--- config.mk ---
export PLATFORM = sky130hd
export DESIGN_NAME = ws2812b_decoder_flat
export DESIGN_NICKNAME = d
export VERILOG_FILES = /design/src/rtl/ws2812b_decoder_if.sv /design/src/rtl/ws2812b_decoder.sv /design/src/flat_wrapper.sv
export SDC_FILE = /design/constraint.sdc
export NUM_CORES = 1
export LEC_CHECK = 0
export ABC_AREA = 1
export BUFFER_PORTS_ARGS = -buffer_cell sky130_fd_sc_hd__buf_2
export CAP_MARGIN = 30
export CORE_MARGIN = 1
export CORE_UTILIZATION = 48
export DETAILED_ROUTE_END_ITERATION = 6
export GPL_ROUTABILITY_DRIVEN = 0
export PLACE_DENSITY = 0.69
export SLEW_MARGIN = 25
export SYNTH_ARGS = -nofsm -noshare
export SYNTH_HDL_FRONTEND = slang
export SYNTH_SLANG_ARGS = --single-unit
--- constraint.sdc ---
create_clock -name scl -period 1.6 [get_ports scl]
set_clock_uncertainty 0.15 [all_clocks]
set_input_delay 0.08 -clock scl [delete_from_list [all_inputs] [get_ports scl]]
set_output_delay 0.08 -clock scl [all_outputs]
set_load 0.005 [all_outputs]
--- src/rtl/ws2812b_decoder_if.sv ---
// Signal bundle between a WS2812B line source and the ws2812b_decoder receiver.
// The decoder uses the slave view; the line driver and observer use the master view.
interface ws2812b_decoder_if;
   logic        din;
   logic [23:0] data_out;
   logic        valid;
   logic        latch;
   logic        bit_err;
   logic        busy;
   logic        dout;

   modport master (
      output din,
      input  data_out, valid, latch, bit_err, busy, dout
   );

   modport slave (
      input  din,
      output data_out, valid, latch, bit_err, busy, dout
   );
endinterface

--- src/rtl/ws2812b_decoder.sv ---
// WS2812B single-wire receiver: measures high pulses, assembles 24-bit GRB words MSB-first, detects latch gaps.
// Defining WS2812B_DECODER_FORWARD_EN enables chained-pixel mode (decode first word, forward the rest on dout).
module ws2812b_decoder #(
   parameter int BIT_THRESH   = 30,
   parameter int MIN_HIGH     = 8,
   parameter int MAX_HIGH     = 60,
   parameter int RESET_CYCLES = 2500
) (
   input  logic             scl,
   input  logic             reset_n,
   ws2812b_decoder_if.slave bus
);

   localparam int CW = $clog2(RESET_CYCLES + 1);
   localparam logic [CW-1:0] CNT_MAX = '1;
   localparam logic [CW-1:0] ONE_C   = CW'(1);
   localparam logic [CW-1:0] THR_C   = CW'(BIT_THRESH);
   localparam logic [CW-1:0] MIN_C   = CW'(MIN_HIGH);
   localparam logic [CW-1:0] MAX_C   = CW'(MAX_HIGH);
   localparam logic [CW-1:0] GAP_C   = CW'(RESET_CYCLES);

`ifdef WS2812B_DECODER_FORWARD_EN
   localparam bit FWD = 1'b1;
`else
   localparam bit FWD = 1'b0;
`endif

   typedef enum logic [1:0] {WAIT_GAP, IDLE, HIGH, LOW} state_t;

   state_t        state_reg, state_next;
   logic          sync_reg, din_s_reg, din_q_reg;
   logic [CW-1:0] hi_cnt_reg, hi_cnt_next;
   logic [CW-1:0] lo_cnt_reg, lo_cnt_next;
   logic [4:0]    bit_cnt_reg, bit_cnt_next;
   logic [23:0]   shift_reg, shift_next;
   logic [23:0]   data_reg, data_next;
   logic          valid_reg, valid_next;
   logic          latch_reg, latch_next;
   logic          err_reg, err_next;
   logic          fwd_reg, fwd_next;
   logic          dout_reg, dout_next;

   logic          rise, fall, bit_val;
   logic [CW-1:0] hi_inc, lo_inc;
   logic [23:0]   word;

   assign rise    = din_s_reg & ~din_q_reg;
   assign fall    = ~din_s_reg & din_q_reg;
   assign bit_val = (hi_cnt_reg >= THR_C);
   assign word    = {shift_reg[22:0], bit_val};
   // Counters saturate so an arbitrarily long idle line can never wrap into a false match.
   assign hi_inc  = (hi_cnt_reg == CNT_MAX) ? hi_cnt_reg : hi_cnt_reg + ONE_C;
   assign lo_inc  = (lo_cnt_reg == CNT_MAX) ? lo_cnt_reg : lo_cnt_reg + ONE_C;

   always_ff @(posedge scl) begin
      if (!reset_n) begin
         sync_reg    <= 1'b0;
         din_s_reg   <= 1'b0;
         din_q_reg   <= 1'b0;
         state_reg   <= WAIT_GAP;
         hi_cnt_reg  <= '0;
         lo_cnt_reg  <= '0;
         bit_cnt_reg <= '0;
         shift_reg   <= '0;
         data_reg    <= '0;
         valid_reg   <= 1'b0;
         latch_reg   <= 1'b0;
         err_reg     <= 1'b0;
         fwd_reg     <= 1'b0;
         dout_reg    <= 1'b0;
      end else begin
         sync_reg    <= bus.din;
         din_s_reg   <= sync_reg;
         din_q_reg   <= din_s_reg;
         state_reg   <= state_next;
         hi_cnt_reg  <= hi_cnt_next;
         lo_cnt_reg  <= lo_cnt_next;
         bit_cnt_reg <= bit_cnt_next;
         shift_reg   <= shift_next;
         data_reg    <= data_next;
         valid_reg   <= valid_next;
         latch_reg   <= latch_next;
         err_reg     <= err_next;
         fwd_reg     <= fwd_next;
         dout_reg    <= dout_next;
      end
   end

   always_comb begin
      state_next   = state_reg;
      hi_cnt_next  = hi_cnt_reg;
      lo_cnt_next  = lo_cnt_reg;
      bit_cnt_next = bit_cnt_reg;
      shift_next   = shift_reg;
      data_next    = data_reg;
      valid_next   = 1'b0;
      latch_next   = 1'b0;
      err_next     = 1'b0;
      fwd_next     = fwd_reg;
      dout_next    = FWD && fwd_reg && din_s_reg;

      case (state_reg)
         WAIT_GAP: begin
            if (din_s_reg) lo_cnt_next = '0;
            else           lo_cnt_next = lo_inc;
            if (lo_cnt_reg == GAP_C) begin
               state_next = IDLE;
               fwd_next   = 1'b0;
            end
         end

         IDLE: begin
            fwd_next = 1'b0;
            if (rise) begin
               hi_cnt_next = ONE_C;
               state_next  = HIGH;
            end
         end

         HIGH: begin
            if (hi_cnt_reg > MAX_C) begin
               err_next     = 1'b1;
               bit_cnt_next = '0;
               lo_cnt_next  = '0;
               state_next   = WAIT_GAP;
            end else if (fall) begin
               if (hi_cnt_reg < MIN_C) begin
                  err_next     = 1'b1;
                  bit_cnt_next = '0;
                  lo_cnt_next  = '0;
                  state_next   = WAIT_GAP;
               end else begin
                  shift_next  = word;
                  lo_cnt_next = ONE_C;
                  state_next  = LOW;
                  if (bit_cnt_reg == 5'd23) begin
                     bit_cnt_next = '0;
                     // In chained mode only the first word of a frame is ours; later ones are forwarded.
                     if (!fwd_reg) begin
                        data_next  = word;
                        valid_next = 1'b1;
                     end
                     fwd_next = FWD;
                  end else begin
                     bit_cnt_next = bit_cnt_reg + 5'd1;
                  end
               end
            end else if (din_s_reg) begin
               hi_cnt_next = hi_inc;
            end
         end

         LOW: begin
            if (lo_cnt_reg == GAP_C) begin
               latch_next = 1'b1;
               state_next = IDLE;
               fwd_next   = 1'b0;
               if (bit_cnt_reg != 5'd0) begin
                  err_next     = 1'b1;
                  bit_cnt_next = '0;
               end
            end else if (rise) begin
               hi_cnt_next = ONE_C;
               state_next  = HIGH;
            end else if (!din_s_reg) begin
               lo_cnt_next = lo_inc;
            end
         end

         default: state_next = WAIT_GAP;
      endcase
   end

   assign bus.data_out = data_reg;
   assign bus.valid    = valid_reg;
   assign bus.latch    = latch_reg;
   assign bus.bit_err  = err_reg;
   assign bus.busy     = (state_reg == HIGH) || (state_reg == LOW);
   assign bus.dout     = dout_reg;

endmodule
--- src/flat_wrapper.sv ---
// flat-port wrapper written by rule: the top's interface ports become plain ports
module ws2812b_decoder_flat 
#(
   parameter int BIT_THRESH   = 30,
   parameter int MIN_HIGH     = 8,
   parameter int MAX_HIGH     = 60,
   parameter int RESET_CYCLES = 2500
)
  (scl, reset_n, bus_din, bus_data_out, bus_valid, bus_latch, bus_bit_err, bus_busy, bus_dout);
  ws2812b_decoder_if bus_i ();
  input  logic scl;
  input  logic reset_n;
  input wire logic [$bits(bus_i.din)-1:0] bus_din;
  output wire logic [$bits(bus_i.data_out)-1:0] bus_data_out;
  output wire logic [$bits(bus_i.valid)-1:0] bus_valid;
  output wire logic [$bits(bus_i.latch)-1:0] bus_latch;
  output wire logic [$bits(bus_i.bit_err)-1:0] bus_bit_err;
  output wire logic [$bits(bus_i.busy)-1:0] bus_busy;
  output wire logic [$bits(bus_i.dout)-1:0] bus_dout;
  assign bus_i.din = bus_din;
  assign bus_data_out = bus_i.data_out;
  assign bus_valid = bus_i.valid;
  assign bus_latch = bus_i.latch;
  assign bus_bit_err = bus_i.bit_err;
  assign bus_busy = bus_i.busy;
  assign bus_dout = bus_i.dout;
  ws2812b_decoder #(.BIT_THRESH(BIT_THRESH), .MIN_HIGH(MIN_HIGH), .MAX_HIGH(MAX_HIGH), .RESET_CYCLES(RESET_CYCLES)) u_core (.scl(scl), .reset_n(reset_n), .bus(bus_i));
endmodule
After elaboration in Yosys (flattened, before gate mapping). Cells that the tools add are included.

Memories kept: 0. Output and inout port bits: 29. Bits in read-only memories: 0. Latch bits: 0. Input bits: 3. RAM bits: 0. Bits in registers: 85.

Shift-type cells: 0. Divide/modulo/power cells: 0. Reductions and logical operators: 16. Multiply operators: 0. Bitwise logic cells: 11. $add $sub $neg: 3. Equal/unequal tests: 22. Muxes and demuxes: 44. Order comparisons: 3.

Operators by type and width (count): 12-bit two-way mux (13); 12-bit case mux with 3 select lines (2); 12-bit == test (second input constant) (3); 5-bit two-way mux (6); 12-bit by 1-bit adder with 12-bit output (second input constant) (2); 2-bit by 1-bit != test with 1-bit output (second input constant) (7); 2-bit != test (second input constant) (7); 1-bit two-way mux (13); 12-bit by 5-bit greater-or-equal comparator with 1-bit output (second input constant) (1); 12-bit by 6-bit > comparator with 1-bit output (second input constant) (1); 12-bit by 4-bit less-than comparator with 1-bit output (second input constant) (1); 2-bit two-way mux (6); 6-bit AND reduction (2); 5-bit case mux with 2 select lines (1); 5-bit AND reduction (2); 1-bit inverter (9); 2-bit case mux with 4 select lines (1); 4-bit AND reduction (2); 3-bit nonzero test (2); 6-bit OR reduction (1); 5-bit by 1-bit adder with 5-bit output (second input constant) (1); 5-bit == test (second input constant) (1); 5-bit nonzero test (1); 2-bit == test (second input constant) (2); other kinds (10) (12).

Longest topological paths before layout.
Depth after elaboration: 6. Gate-level depth with buffers: 12.

Worst setup path after synthesis. No wires, ideal clock.

Kind: register to register. From: register u_core.lo_cnt_reg[0]. To: register u_core.bit_cnt_reg[0]. Path buffers: 0. Required time: 1.328 ns. Data arrival time: 1.341 ns. Stages on the path, launching flop included: 10. Library setup time: 0.122 ns. Slack: -0.013 ns. Path through: dfxtp_1 -> inv_1 -> ha_1 -> nand2_1 -> nor2_1 -> nand3_1 -> nand2_1 -> nand3b_2 -> o21ai_0 -> nor2_1.

Longest elaborated chain between the ends: 3.

RTL lines: start, declared (line ws2812b_decoder.sv:33) `logic [CW-1:0] lo_cnt_reg, lo_cnt_next;`; start signal, assigned (line ws2812b_decoder.sv:77) `lo_cnt_reg <= lo_cnt_next;`; 12-bit == test (line ws2812b_decoder.sv:154) `if (lo_cnt_reg == GAP_C) begin`; 2-bit by 1-bit != test with 1-bit output (no source line); 4-bit AND reduction (no source line); end signal, assigned (line ws2812b_decoder.sv:78) `bit_cnt_reg <= bit_cnt_next;`; end, declared (line ws2812b_decoder.sv:34) `logic [4:0] bit_cnt_reg, bit_cnt_next;`.

No other way between the ends. A chain may end at the register's enable or synchronous reset.

Worst setup path after layout.
From: register u_core.hi_cnt_reg[0]. To: register u_core.shift_reg[1].

Longest elaborated chain between the ends: 3. Elaborated cells between the ends (all ways): 5.

RTL lines: start, declared (line ws2812b_decoder.sv:32) `logic [CW-1:0] hi_cnt_reg, hi_cnt_next;`; start signal, assigned (line ws2812b_decoder.sv:76) `hi_cnt_reg <= hi_cnt_next;`; 12-bit by 6-bit > comparator with 1-bit output or 12-bit by 4-bit less-than comparator with 1-bit output (tied branches) (line ws2812b_decoder.sv:121, ws2812b_decoder.sv:127); 1-bit inverter (no source line); 4-bit AND reduction (no source line) *; end signal, assigned (line ws2812b_decoder.sv:79) `shift_reg <= shift_next;`; end, declared (line ws2812b_decoder.sv:35) `logic [23:0] shift_reg, shift_next;`.

Every way passes the cells marked *; elsewhere a longest branch is shown, timed or not.

==> metrics <==
Hold Slack 0.263 ns; Die Wd 93.6 µm; CORE AREA 0.00818 mm²; first drt pass iteration count 7; RSZ-0062 raised after global routing yes; Post-synth top cells nand2_1 (177), dfxtp_1 (84), a21oi_1 (70); Synth top area share 41.7%; largest net degree at the start of global routing 59; failing checks DRC, setup timing; Avg WL per Cell 14.6 µm; first-pass GRT wire length 17900 µm; Seq cells post-synth 84; top-count cell post-synth nand2_1; Crit Path Max Fanout 23; vias per std cell 5.31; Slew Viols, Final 0; Die Height 93.6 µm; required time at the worst-slack endpoint 1.70 ns; CP Capture Type register; f_max 0.579 GHz; Final Non-Filler Cells 787; crit path cell chain inv_2 > ha_2 > inv_2 > nand2_4 > nand2_4 > inv_4 > nand2_8 > nor2_4 > inv_2 > buf_12 > nand2_1 > a21oi_1; synthesized area 0.00403 mm²; share of layout cells above drive strength 1 35.2%; slowest stage cell on the critical path dfxtp_2; Iteration-0 DRC Markers 238; drt total wl 11500 µm; Max Cap Violations 0; Post-Synth Simple-Gate Area 34.0%; Adder-Cell Fraction of Synth Area 2.17%; Final period util 108%; crit-path leading delay family simple AND/OR/NAND/NOR gates; combinational family with the most area after synthesis simple AND/OR/NAND/NOR gates; final setup fails 63; synthesized instance count 576; IO Pins 32; RR Startpoint u_core.hi_cnt_reg[0]; most used flip-flop cell after synthesis dfxtp_1; total number of vias 4182; post-synthesis mux area share 0%; HP Class reg -> reg; ANT cells 0; VDD IR-drop max 562 µV; clock net sink count 84; status finished with violations; sequential area share after synthesis 41.7%; initial antenna violation count 0; sequential cell area 0.00171 mm²; Pwr Density 684 mW/mm²; GRT overflow 0; Worst EP arrival 1.82 ns; Slowest Stage Delay on Critical Path 0.33 ns; H-tree levels 3; Cells after DPL 744; crit start category register; XOR/XNOR Fraction of Synth Area 1.30%; DR DRC count 2; crit path launch u_core.hi_cnt_reg[0]; CTS Buffer Depth 2; Final WS setup -0.126 ns; vias in the first global route 3808; NumNets Final 687; post-route cell area 0.00564 mm²; Final min period 1.73 ns; max FFs per register 24; leakage 2.34 nW; Cell Area, Placed 0.00468 mm²; row count 33; Die ar. 0.00877 mm²; async set or reset register ratio after synthesis 0%; CTS root buffer clkbuf_8; Yosys top cell by area dfxtp_1; CP dominant cell by count inv_2; PortBufs 30; Initial Util 49.3%; clk slew on worst S/H paths 0.08 ns; Avg Cell Area, Syn 7.00 µm²; yosys warns 0; remaining antenna violation count 0; global-route usage over all layers 25.9%; buffer and inverter count on the worst path 5; Synth area leaders dfxtp_1 (42%), nand2_1 (16%), a21oi_1 (8.7%); fin util 68.9%; Synth cell types 32; EDFF count, synth 0; area grow syn2layout 39.8%; Synth Area in Compound Gates 11.5%; syn nets 586; Hold Startpoint u_core.sync_reg; final hold vios 0; worst-skew pair later-pin latency 0.37 ns; filler instances 650; DP HPWL 6560 µm; total CTS buffers 9; area of the multi-input gates 0.00241 mm²; critical path class reg -> reg; CTS tree built
-- tightest hold or removal path: cells and delay by family, from the launching register on --
family	cells	cell delay, ns
buffers and inverters	1	0.03
AND/OR/NAND/NOR	1	0.05
flip-flops	1	0.30
-- what timing repair did --
item / in CTS / in global routing
setup endpoints to repair: 78 / 80
pin swaps: 30 / 24
cloned: 8 / 3
gates resized for setup: 69 / 84
hold endpoints to repair: 13 / 0
hold buffers: 3 / 0
setup buffers: 9 / 7
-- worst paths after layout --
check | to | slack [ns] | cells after the start
hold / removal | u_core.din_s_reg | 0.26 | 2
hold reg to reg | u_core.din_s_reg | 0.26 | 2
setup / recovery | u_core.shift_reg[1] | -0.13 | 12
setup reg to reg | u_core.shift_reg[1] | -0.13 | 12
-- routing by layer --
metal  vias to the layer above  part of all wire, %  track usage [%]
met5                         -                    0                0
met4                         0                  2.3             10.0
met3                        24                  4.8             4.47
met2                       114                   50             42.6
met1                      1961                   43             33.6
li1                       2083                    -                -
-- report_power, final --
group          switching [mW]  total (mW)  internal (mW)
clock network           0.842        1.58          0.736
registers             0.00970        2.10           2.09
logic                   0.103       0.169         0.0666
total                   0.954        3.85           2.90
-- layout make-up --
type                       instances  area share (%)
multi-input combinational        417            42.8
sequential                        84            30.4
timing repair buffer             113            17.2
inverter                          52            3.82
tap                              105            2.33
clock buffer                      10            2.26
clock inverter                     6            1.27
-- placed cells by master, fill, tap and decap left out, drive strengths merged --
cell type      n
clkinvlp       2
bufinv         1
nor2          63
o211ai         2
clkinv         2
nand2        179
nor4           1
a21oi         70
conb           1
o21ai         18
xnor2          1
xor2           5
ha             7
nand4         30
o31ai          1
nand3b         3
dlygate4sd3    3
or2            1
nand3         35
clkbuf        12
buf          108
inv           53
dfxtp         84
-- kinds of logic (layout without fill, tap and decap cells) --
kind of cell	count (synthesis)	after routing
simple gates	307	312
compound gates	91	91
flops	84	84
buf+inv	80	181
fa+ha+maj	7	7
xor+xnor	6	6
other cells	1	1
-- metrics by stage --
| step | setup TNS, ns | power [mW] | setup slack (ns) |
|---|---|---|---|
| 5_1_grt | -11.55 | 3.97 | -0.244 |
| 4_1_cts | -1.33 | 3.85 | -0.0554 |
| 3_5_place_dp | -6.28 | 2.28 | -0.186 |
| 2_1_floorplan | 0 | 2.23 | 0.00221 |
| 6_report | -3.78 | 3.85 | -0.126 |
| 3_3_place_gp | -4.15 | 2.28 | -0.115 |
Power figures use the tool's default switching activity.
